### src/rtl/rc.sv
// AND/OR leaf cell. z/w are combinational; a side stage keeps registered
// copies and saturating occupancy counters for debug and monitoring.
module rc #(
    parameter int unsigned CNT_WIDTH = 8
) (
    input  logic                 clock,
    input  logic                 reset,
    input  logic                 x,
    input  logic                 y,
    input  logic                 clear,
    output logic                 z,
    output logic                 w,
    output logic                 z_q,
    output logic                 w_q,
    output logic [CNT_WIDTH-1:0] z_cnt,
    output logic [CNT_WIDTH-1:0] w_cnt
);

    localparam logic [CNT_WIDTH-1:0] CNT_MAX = '1;

    // Gate path: no register, independent of clock and reset.
    assign z = x & y;
    assign w = x | y;

    // Observation stage; clear beats increment, counters hold at all-ones.
    always_ff @(posedge clock or posedge reset) begin
        if (reset) begin
            z_q   <= 1'b0;
            w_q   <= 1'b0;
            z_cnt <= '0;
            w_cnt <= '0;
        end else begin
            z_q <= z;
            w_q <= w;
            if (clear) begin
                z_cnt <= '0;
                w_cnt <= '0;
            end else begin
                if (z && (z_cnt != CNT_MAX)) z_cnt <= z_cnt + CNT_WIDTH'(1);
                if (w && (w_cnt != CNT_MAX)) w_cnt <= w_cnt + CNT_WIDTH'(1);
            end
        end
    end

endmodule

### config.mk
export PLATFORM = sky130hd
export DESIGN_NAME = rc
export DESIGN_NICKNAME = d
export VERILOG_FILES = /design/src/rtl/rc.sv
export SDC_FILE = /design/constraint.sdc
export NUM_CORES = 1
export LEC_CHECK = 0
export ABC_AREA = 1
export CAP_MARGIN = 20
export CORE_MARGIN = 2
export CORE_UTILIZATION = 50
export CTS_CLUSTER_DIAMETER = 200
export DETAILED_ROUTE_END_ITERATION = 10
export GPL_ROUTABILITY_DRIVEN = 0
export PLACE_DENSITY = 0.85
export REMOVE_ABC_BUFFERS = 1
export SYNTH_ARGS = -nofsm -noshare
export SYNTH_HDL_FRONTEND = slang
export SYNTH_SLANG_ARGS = --single-unit
### constraint.sdc
create_clock -name clock -period 2.4 [get_ports clock]
set_clock_uncertainty 0.1 [all_clocks]
set_input_delay 0.72 -clock clock [delete_from_list [all_inputs] [get_ports clock]]
set_output_delay 0.72 -clock clock [all_outputs]
set_load 0.005 [all_outputs]
Word level (Yosys, flattened, before mapping) --
Index checks and enable logic that the tools add are counted. W data, S select, Z words.
Word-level totals: register bits 18, input bits 5, output and inout bits 20
Cells by class: add/subtract/negate cells 2, equality and inequality tests 2, mux-type cells 4, bitwise operators 2, reduce and logical (&&, ||, !) cells 4
Operators with widths (number):
- $mux W8 | 4
- $add A8 B1 Y8 const B | 2
- $ne A8 B8 Y1 const B | 2
- $reduce_bool A2 Y1 | 2
- $logic_and A1 B1 Y1 | 2
- $and A1 B1 Y1 | 1
- $or A1 B1 Y1 | 1

Depth between registers and ports, before layout --
depth in word-level cells 4, mapped depth 9, mapped depth without buffers 9

Least setup slack after synthesis --
Ideal clock, no wire load.
kind input port to output port, start point in y, end point out w, arrival time 928 ps, required time 1580 ps, setup slack 652 ps, stages on the path 2, buffers on the path 0, cells stage by stage nor2_1 > inv_1
On the way: longest elaborated chain between the ends 1
RTL lines:
- start, declared | line 9 | input logic y,
- $or A1 B1 Y1 | line 23 | assign w = x | y;
- end, declared | line 12 | output logic w,
Every way passes these cells.

Final worst setup path --
start point in x, end point out w
On the way: longest elaborated chain between the ends 1
RTL lines:
- start, declared | line 8 | input logic x,
- $or A1 B1 Y1 | line 23
Every way passes these cells.

==> impl_results.md <==
* Status: completed
* Design Power at 606 uW
* Hold path depth at 2
* Placed instance count at 200
* Leakage at 0.000699 uW
* XOR/XNOR share of the synthesized area at 0.0165
* Fillers at between 150 and 200
* Final WL at roughly 2500 um
* Setup violations, final at 0
* Bufs on Longest Clock Path at 2
* Antenna violations before repair at 0
* Hold-fix buffers, CTS at 0
* Mapped Area at 0.00106 mm2
* DRT iter0 DRCs at 44
* First-pass GRT wire length at 4340 um
* Worst slew pin tran at between 0.4 and 0.5 ns
* Post-synthesis mux area share at 0
* Synth cell types at 21
* Clk_lat worst skew at just over 0.3 ns
* Area share of fa/ha/maj cells after synthesis at 0.0236
* Crit-path max FO at 2
* H-Tree Depth at 1
* Compound-Gate Fraction of Synth Area at 0.0695
* Fin crit period at between 2 and 2.5 ns
* Critical path data arrival time at between 1 and 1.5 ns
* Syn Area/Cell at roughly 7.3 um2
* Synth Register Bits at 18
* Relative slew slack at 0.703
* CP startpoint kind: input pin
* Combinational family with the most area after synthesis: simple AND/OR/NAND/NOR gates
* Yosys top cell area share at 0.424
* # diodes at 0
* Synth Area in Simple Gates at 0.379
* Core area at between 0.0015 and 0.002 mm2
* Overflow after GRT at 0
* Final Non-Filler Cells at 205
* Total GRT Usage at 0.226
* Biggest area consumer among synthesized cells: dfrtp_1
* Largest net degree at the start of global routing at 19
* EDFF count, synth at 0
* Crit Path Category: in -> out
* Share of cells above drive strength 1 at 0.146
* Max Cap Violations at 0
* FF-to-FF setup slack at between 0.7 and 0.8 ns
* Die X at around 50 um
* Final period util at 0.926
* Layout net count at between 150 and 200
* I/O Pins at 25
* Maximum VDD drop at about 370 uV
* CTS root buffer: clkbuf_4
* Slew Viols, Final at 0
* HP Start: z_cnt[1]
* P per Cell Area at about 430 mW/mm2
* Setup crit end kind: output port
* Area grow syn2layout at 32.5%
* CTS Sinks at 18
* Reg-to-reg critical path endpoint: w_cnt[0]
* DP Wirelength at between 1500 and 2000 um
* Final ANT Viol Nets at 0
* Vias in the first global route at around 1000
* R2R depth at 6
* Top cells by area, synth: dfrtp_1, nand2_1, nand3_1
* Vias post-DR at around 1100
* Die area at around 0.0025 mm2
* Worst Hold Class: reg -> reg
* CTS buffer count at 3
* RSZ-0062 raised after global routing: false
* Fmax at between 0.4 and 0.5 GHz
* Worst Path Required at between 1.5 and 2 ns
* Top-count cell post-synth: nand2_1
* Clk slew on worst S/H paths at between 0.1 and 0.15 ns
* Starting Density at 0.536
* Final Hold Fails at 0
* First-pass DRT Iterations at 4
* TritonCTS clock tree: built
* Async S/R FF share, synth at 1.00
* Via/cell ratio at approximately 5.4
* Top FF cell, synth: dfrtp_1
* WHS Endpoint: z_cnt[1]
* Residual DRC at 0
* WL/cell at about 12 um
* IO Port Bufs at 24
* Cell count after synthesis at about 150
* Yosys synthesis warning count at 0
* Rows at 16
* Post-synth top cells: nand2_1, dfrtp_1, nand3_1
* Die Span Y at 50.1 um
* Worst R2R Start: w_cnt[1]
* Sequential area share after synthesis at 0.424
-- sequential cells by signal, indices dropped and copies added, names as in the netlist --
signal and count:
w_q 1, z_q 1, w_cnt 8, z_cnt 8
-- how the worst max path moves through the flow --
stage	startpoint	end	cells past startpoint
finish	x	w	4
global route	x	w	4
CTS	x	w	4
floorplan	y	w	2
global placement	x	z	4
detailed placement	x	z	4
-- where the power goes --
part	switching (uW)	internal, uW	leakage, uW
Clock	107	92.8	0.0000210
Combinational	43.6	41.2	0.000435
Sequential	9.64	312	0.000243
-- per-stage QoR --
| step | util | instance area [um2] | hold WS (ns) | worst slack (ns) | setup TNS (ns) |
|---|---|---|---|---|---|
| 2_1_floorplan | - | 1050 | 0.407 | 0.652 | 0 |
| 6_report | 0.710 | 1410 | 0.454 | 0.177 | 0 |
| 3_3_place_gp | 0.689 | 1370 | 0.417 | -0.232 | -0.448 |
| 3_5_place_dp | 0.689 | 1370 | 0.425 | -0.242 | -0.470 |
| 5_1_grt | 0.710 | 1410 | 0.494 | 0.123 | 0 |
| 4_1_cts | 0.710 | 1410 | 0.452 | 0.188 | 0 |
-- cell families (layout without fill, tap and decap cells) --
family	Yosys count	count (layout)
AOI/OAI and AO/OA	13	13
xor gates and xnor gates	2	2
adders and majority gates	2	2
buffers and inverters	21	54
DFF	18	18
and+or+nand+nor	89	89
-- critical path, cell delays in order --
cell and delay, ns:
dlygate4sd2_1 0.25, nor2_2 0.12, inv_1 0.06, dlygate4sd2_1 0.25
-- metal layers --
metal	up-vias	GRT usage	wire [um]
li1	525	-	-
met1	531	0.274	1040
met2	44	0.397	1330
met3	5	0.0273	118
met4	0	0.0972	46
met5	-	0	0
-- repair_timing --
item / in CTS / in global routing
gates resized for setup: 5 / 0
endpoints found under the setup margin: 2 / 0
setup buffers: 1 / 0
-- layout make-up --
class	instances	area, um2	area share
Sequential cell	18	450	0.320
Tap cell	27	33.8	0.0240
Inverter	19	77.6	0.0551
Clock buffer	4	36.3	0.0258
Multi-Input combinational cell	106	522	0.371
Timing Repair Buffer	31	288	0.204
-- cell usage in the layout, fill, tap and decap left out, types with 2 or more instances in the layout --
| cell | instances |
|---|---|
| clkdlybuf4s50_1 | 20 |
| dfrtp_1 | 18 |
| clkbuf_4 | 3 |
| xor2_1 | 2 |
| o21ai_1 | 4 |
| o21bai_1 | 2 |
| a21oi_1 | 5 |
| inv_1 | 17 |
| nand2_4 | 2 |
| nand2_2 | 3 |
| or2_2 | 2 |
| nand3_1 | 18 |
| dlygate4sd2_1 | 4 |
| nand4_1 | 2 |
| nand2_1 | 46 |
| buf_4 | 7 |
| nor2_1 | 10 |
| ha_1 | 2 |
| nor2_2 | 5 |
(Power assumes the default switching activity.)
